## config.mk

```make
export PLATFORM = sky130hd
export DESIGN_NAME = fir_filter_mc
export DESIGN_NICKNAME = d
export VERILOG_FILES = /design/src/rtl/fir_filter_mc.sv
export SDC_FILE = /design/constraint.sdc
export NUM_CORES = 2
export LEC_CHECK = 0
export CAP_MARGIN = 10
export CORE_MARGIN = 4
export CORE_UTILIZATION = 55
export DETAILED_ROUTE_END_ITERATION = 10
export PLACE_DENSITY = 0.78
export SYNTH_ARGS = -nofsm -noshare
export SYNTH_HDL_FRONTEND = slang
export SYNTH_SLANG_ARGS = --single-unit
```

## constraint.sdc

```tcl
create_clock -name clk -period 18.7 [get_ports clk]
set_input_delay 2.805 -clock clk [delete_from_list [all_inputs] [get_ports clk]]
set_output_delay 2.805 -clock clk [all_outputs]
set_load 0.02 [all_outputs]
```

## src/rtl/fir_filter_mc.sv

```systemverilog
// Multi-channel time-multiplexed FIR: one shared sequential MAC, runtime-loadable shared
// coefficients, one sample history per channel, valid/ready input and a one-cycle result strobe.
module fir_filter_mc #(
    parameter int DATA_WIDTH   = 16,
    parameter int COEFF_WIDTH  = 16,
    parameter int NUM_TAPS     = 8,
    parameter int NUM_CHANNELS = 4,
    parameter int OUTPUT_WIDTH = DATA_WIDTH + COEFF_WIDTH + $clog2(NUM_TAPS),
    parameter int CHAN_WIDTH   = (NUM_CHANNELS > 1) ? $clog2(NUM_CHANNELS) : 1,
    parameter int TAP_WIDTH    = $clog2(NUM_TAPS)
) (
    input  logic                           clk,
    input  logic                           resetn,
    input  logic                           coeff_we,
    input  logic [TAP_WIDTH-1:0]           coeff_addr,
    input  logic signed [COEFF_WIDTH-1:0]  coeff_wdata,
    output logic                           coeff_busy,
    input  logic                           in_valid,
    output logic                           in_ready,
    input  logic [CHAN_WIDTH-1:0]          in_chan,
    input  logic signed [DATA_WIDTH-1:0]   x,
    output logic                           out_valid,
    output logic [CHAN_WIDTH-1:0]          out_chan,
    output logic signed [OUTPUT_WIDTH-1:0] y
);
    localparam int PW = DATA_WIDTH + COEFF_WIDTH;
    localparam logic [CHAN_WIDTH:0]  NCH      = (CHAN_WIDTH+1)'(NUM_CHANNELS);
    localparam logic [TAP_WIDTH-1:0] LAST_TAP = TAP_WIDTH'(NUM_TAPS - 1);

    typedef enum logic [1:0] {IDLE, MAC, OUT} state_t;

    state_t                          state;
    logic signed [COEFF_WIDTH-1:0]   coeff [NUM_TAPS];
    logic signed [DATA_WIDTH-1:0]    hist  [NUM_CHANNELS][NUM_TAPS];
    logic [CHAN_WIDTH-1:0]           chan;
    logic [TAP_WIDTH-1:0]            tap;
    logic signed [OUTPUT_WIDTH-1:0]  acc;
    logic signed [PW-1:0]            prod;
    logic signed [OUTPUT_WIDTH-1:0]  sum;
    logic                            accept;
    logic                            chan_ok;

    assign accept  = in_valid && in_ready;
    // Out-of-range channels complete the handshake but are otherwise ignored.
    assign chan_ok = {1'b0, in_chan} < NCH;
    assign prod    = coeff[tap] * hist[chan][tap];
    assign sum     = acc + {{(OUTPUT_WIDTH-PW){prod[PW-1]}}, prod};

    always_ff @(posedge clk or negedge resetn) begin
        if (!resetn) begin
            state      <= IDLE;
            in_ready   <= 1'b1;
            coeff_busy <= 1'b0;
            out_valid  <= 1'b0;
            out_chan   <= '0;
            y          <= '0;
            acc        <= '0;
            chan       <= '0;
            tap        <= '0;
            for (int k = 0; k < NUM_TAPS; k++) coeff[k] <= '0;
            for (int c = 0; c < NUM_CHANNELS; c++)
                for (int k = 0; k < NUM_TAPS; k++) hist[c][k] <= '0;
        end else begin
            out_valid <= 1'b0;
            // A write on the accept cycle lands before MAC step 0 reads the table.
            if (coeff_we && !coeff_busy) coeff[coeff_addr] <= coeff_wdata;
            case (state)
                IDLE: begin
                    if (accept && chan_ok) begin
                        for (int k = NUM_TAPS-1; k > 0; k--)
                            hist[in_chan][k] <= hist[in_chan][k-1];
                        hist[in_chan][0] <= x;
                        chan       <= in_chan;
                        acc        <= '0;
                        tap        <= '0;
                        state      <= MAC;
                        in_ready   <= 1'b0;
                        coeff_busy <= 1'b1;
                    end
                end
                MAC: begin
                    acc <= sum;
                    tap <= tap + 1'b1;
                    if (tap == LAST_TAP) begin
                        y         <= sum;
                        out_chan  <= chan;
                        out_valid <= 1'b1;
                        state     <= OUT;
                    end
                end
                OUT: begin
                    state      <= IDLE;
                    in_ready   <= 1'b1;
                    coeff_busy <= 1'b0;
                end
                default: begin
                    state      <= IDLE;
                    in_ready   <= 1'b1;
                    coeff_busy <= 1'b0;
                end
            endcase
        end
    end
endmodule

```

==> flow_metrics.env <==
export IMPL_avgRoutedWirePerCell_um=20.5
export IMPL_cts_buffers=76
export IMPL_syn_inst=3223
export IMPL_grt_pass1_vias=27353
export IMPL_maxCapViolations=0
export IMPL_ys_top_cells_by_area="dfrtp_1, mux2_2, fa_1"
export IMPL_instances_no_fill=4375
export IMPL_nNetsFinal=3698
export IMPL_swShare=0.436
export IMPL_synth_xor_area_frac=0.0141
export IMPL_final_max_slew_viol_count=0
export IMPL_cts_root_buf="clkbuf_16"
export IMPL_synth_common_cells="dfrtp_1, mux2_2, inv_1"
export IMPL_syn_to_final_growth_pct=10.5
export IMPL_synth_enable_flop_cells=0
export IMPL_dpl_instance_area_um2=44800
export IMPL_syn_avg_cell_area_um2=13.3
export IMPL_synth_simple_area_share=0.0465
export IMPL_worst_slew_pin_slew_ns=1.26
export IMPL_yosys_area_share_adder=0.158
export IMPL_overflow=0
export IMPL_antenna_found_initial=2
export IMPL_hp_class="flop to flop"
export IMPL_synthMuxAreaShare=0.282
export IMPL_gp_congestion=0.900
export IMPL_drt_iter0_drc=1530
export IMPL_fin_crit_ns=11.27
export IMPL_num_rows=102
export IMPL_hold_viol=0
export IMPL_drc_errors=0
export IMPL_wirelength_mm=89.5
export IMPL_combPwrFrac=0.576
export IMPL_status="finished clean"
export IMPL_clock_sinks=722
export IMPL_fill_cells=5855
export IMPL_cp_arrival_ns=11.77
export IMPL_p_switching_uw=3820
export IMPL_htreeDepth=3
export IMPL_rsz0062_at_grt="no"
export IMPL_post_cts_buffers=0
export IMPL_cp_data_required_time_ns=19.20
export IMPL_finalClockSkew_ns=0.0307
export IMPL_powerDensity_nw_per_um2=185
export IMPL_holdWs_ns=0.476
export IMPL_ios=81
export IMPL_path_class="flop to flop"
export IMPL_finalSetupViolCount=0
export IMPL_synth_warnings=0
export IMPL_hold_buffers=0
export IMPL_synth_top_family_by_area="multiplexers"
export IMPL_fp_dieW_um=287
export IMPL_placedCellCount=4235
export IMPL_slew_headroom=0.136
export IMPL_max_freq_ghz=0.0887
export IMPL_synth_largest_area_cell="dfrtp_1"
export IMPL_cts_tree="yes"
export IMPL_post_route_util=0.613
export IMPL_clkSlewWorstSetupHoldPaths_ns=0.06
export IMPL_yosysMostFrequentCell="dfrtp_1"
export IMPL_drive_gt1_frac=0.321
export IMPL_track_usage=0.224
export IMPL_p_leak_uw=0.0227
export IMPL_clk_latency_ns=0.63
export IMPL_intPower_uw=4930
export IMPL_finalSetupTns_ns=0
export IMPL_antenna_left=0
export IMPL_critPathCaptureType="flop"
export IMPL_critPathSlowestCell="dfrtp_4"
export IMPL_synth_compound_area_frac=0.0351
export IMPL_first_pass_iters=7
export IMPL_yosys_area_top_type_share=0.421
export IMPL_start_util=0.555
export IMPL_num_vias=25399
export IMPL_ys_seq_elements=722
export IMPL_synth_ff_type="dfrtp_1"
export IMPL_cts_buffer_depth=3
export IMPL_dieArea_um2=82500
export IMPL_yosysSeqAreaShare=0.421
export IMPL_syn_area_um2=42900
export IMPL_async_flop_share=1.00
export IMPL_ir_worst_vdd_uv=159
export IMPL_portBuffers=80
export IMPL_grt_pass1_wl_mm=148
export IMPL_seq_power_share=0.243
export IMPL_min_period_over_period=0.603
export IMPL_clock_power_share=0.181
export IMPL_critPathMaxFanout=67
export IMPL_post_cts_resized=0
export IMPL_synth_cell_types=61
export IMPL_cpMostUsedCell="fa_1"
export IMPL_cp_start_kind="flop"
export IMPL_fin_area_um2=47400
export IMPL_die_h_um=287
export IMPL_core_um2=77300
export IMPL_viasPerCell=5.81
export IMPL_dp_hpwl_mm=60.2
export IMPL_grt_max_degree=185
export IMPL_syn_nets=3648
export IMPL_max_stage_delay_ns=1.01
==> sequential cells by signal, indices dropped and copies added (netlist names) <==
register,flops
chan,2
in_ready,1
hist,512
out_valid,1
tap,3
state,2
acc,35
y,35
coeff,128
coeff_busy,1
out_chan,2
==> per-layer routing <==
layer / GRT usage / vias up / wire length (um) / share of wire
met5: 0 / - / 0 / 0
li1: - / 11277 / - / -
met3: 0.0456 / 180 / 5200 / 0.058
met2: 0.373 / 622 / 44400 / 0.50
met1: 0.302 / 13320 / 37400 / 0.42
met4: 0.0651 / 0 / 2480 / 0.028
==> metrics by stage <==
| stage | worst slack, ns | power [uW] |
|---|---|---|
| detailed placement | 7.55 | 7150 |
| CTS | 7.48 | 8800 |
| finish | 7.43 | 8750 |
| global placement | 7.76 | 7040 |
| floorplan | 9.20 | 5750 |
| global route | 6.85 | 9440 |
==> final cells by class <==
| class | instances | area [um2] | share of cell area |
|---|---|---|---|
| Inverter | 318 | 1190 | 0.0252 |
| Clock buffer | 111 | 2200 | 0.0465 |
| Timing Repair Buffer | 125 | 1170 | 0.0246 |
| Clock inverter | 27 | 449 | 0.00947 |
| Multi-Input combinational cell | 2030 | 23000 | 0.485 |
| Tap cell | 1040 | 1300 | 0.0274 |
| Antenna cell | 2 | 5.00 | 0.000106 |
| Sequential cell | 722 | 18100 | 0.381 |
==> cells in the final DEF, fill, tap and decap left out, types with 79 or more instances in the layout <==
master and count:
ha_1 121, dfrtp_1 716, clkdlybuf4s50_1 79, o21ai_0 91
nand2_1 146, mux2_2 663, inv_1 318, nor2_1 174
fa_1 263, mux4_2 192
==> path summary, 6_finish.rpt <==
check / start / endpoint / slack (ns) / depth (start not counted)
worst max register to register: chan[1]$_DFFE_PN0P_ / acc[34]$_DFFE_PN0P_ / 7.43 / 33
worst min register to register: y[2]$_DFFE_PN0P_ / y[2]$_DFFE_PN0P_ / 0.48 / 2
worst max-delay path: chan[1]$_DFFE_PN0P_ / acc[34]$_DFFE_PN0P_ / 7.43 / 33
worst min-delay path: y[2]$_DFFE_PN0P_ / y[2]$_DFFE_PN0P_ / 0.48 / 2
min in group asynchronous: resetn / acc[31]$_DFFE_PN0P_ / 2.21 / 1
max in group asynchronous: resetn / hist[364]$_DFFE_PN0P_ / 12.87 / 5
==> worst max-delay path: cells and delay by family (launching register included) <==
kind | cells | cell delay (ns)
adders and majority gates | 8 | 3.66
AOI/OAI and AO/OA | 12 | 2.56
muxes | 4 | 2.13
buffers and inverters | 5 | 1.01
DFF | 1 | 1.01
and+or+nand+nor | 3 | 0.44
xor gates and xnor gates | 1 | 0.22
==> power groups by stage <==
stage	clock network (uW)	logic [uW]	registers [uW]
detailed placement	0	4990	2160
global placement	0	4890	2150
CTS	1620	5040	2140
global route	1690	5580	2180
finish	1580	5040	2130
floorplan	0	3700	2040
==> cells by family (layout without fill, tap and decap cells) <==
| group | Yosys count | in the layout |
|---|---|---|
| multiplexers | 882 | 882 |
| flip-flops | 722 | 722 |
| buffers and inverters | 471 | 581 |
| AND/OR/NAND/NOR | 453 | 453 |
| adder cells (fa/ha/maj) | 384 | 384 |
| AO/OA/AOI/OAI | 242 | 242 |
| XOR/XNOR | 69 | 69 |
| other | 0 | 2 |
No activity file was read; power rests on OpenSTA's default activity.
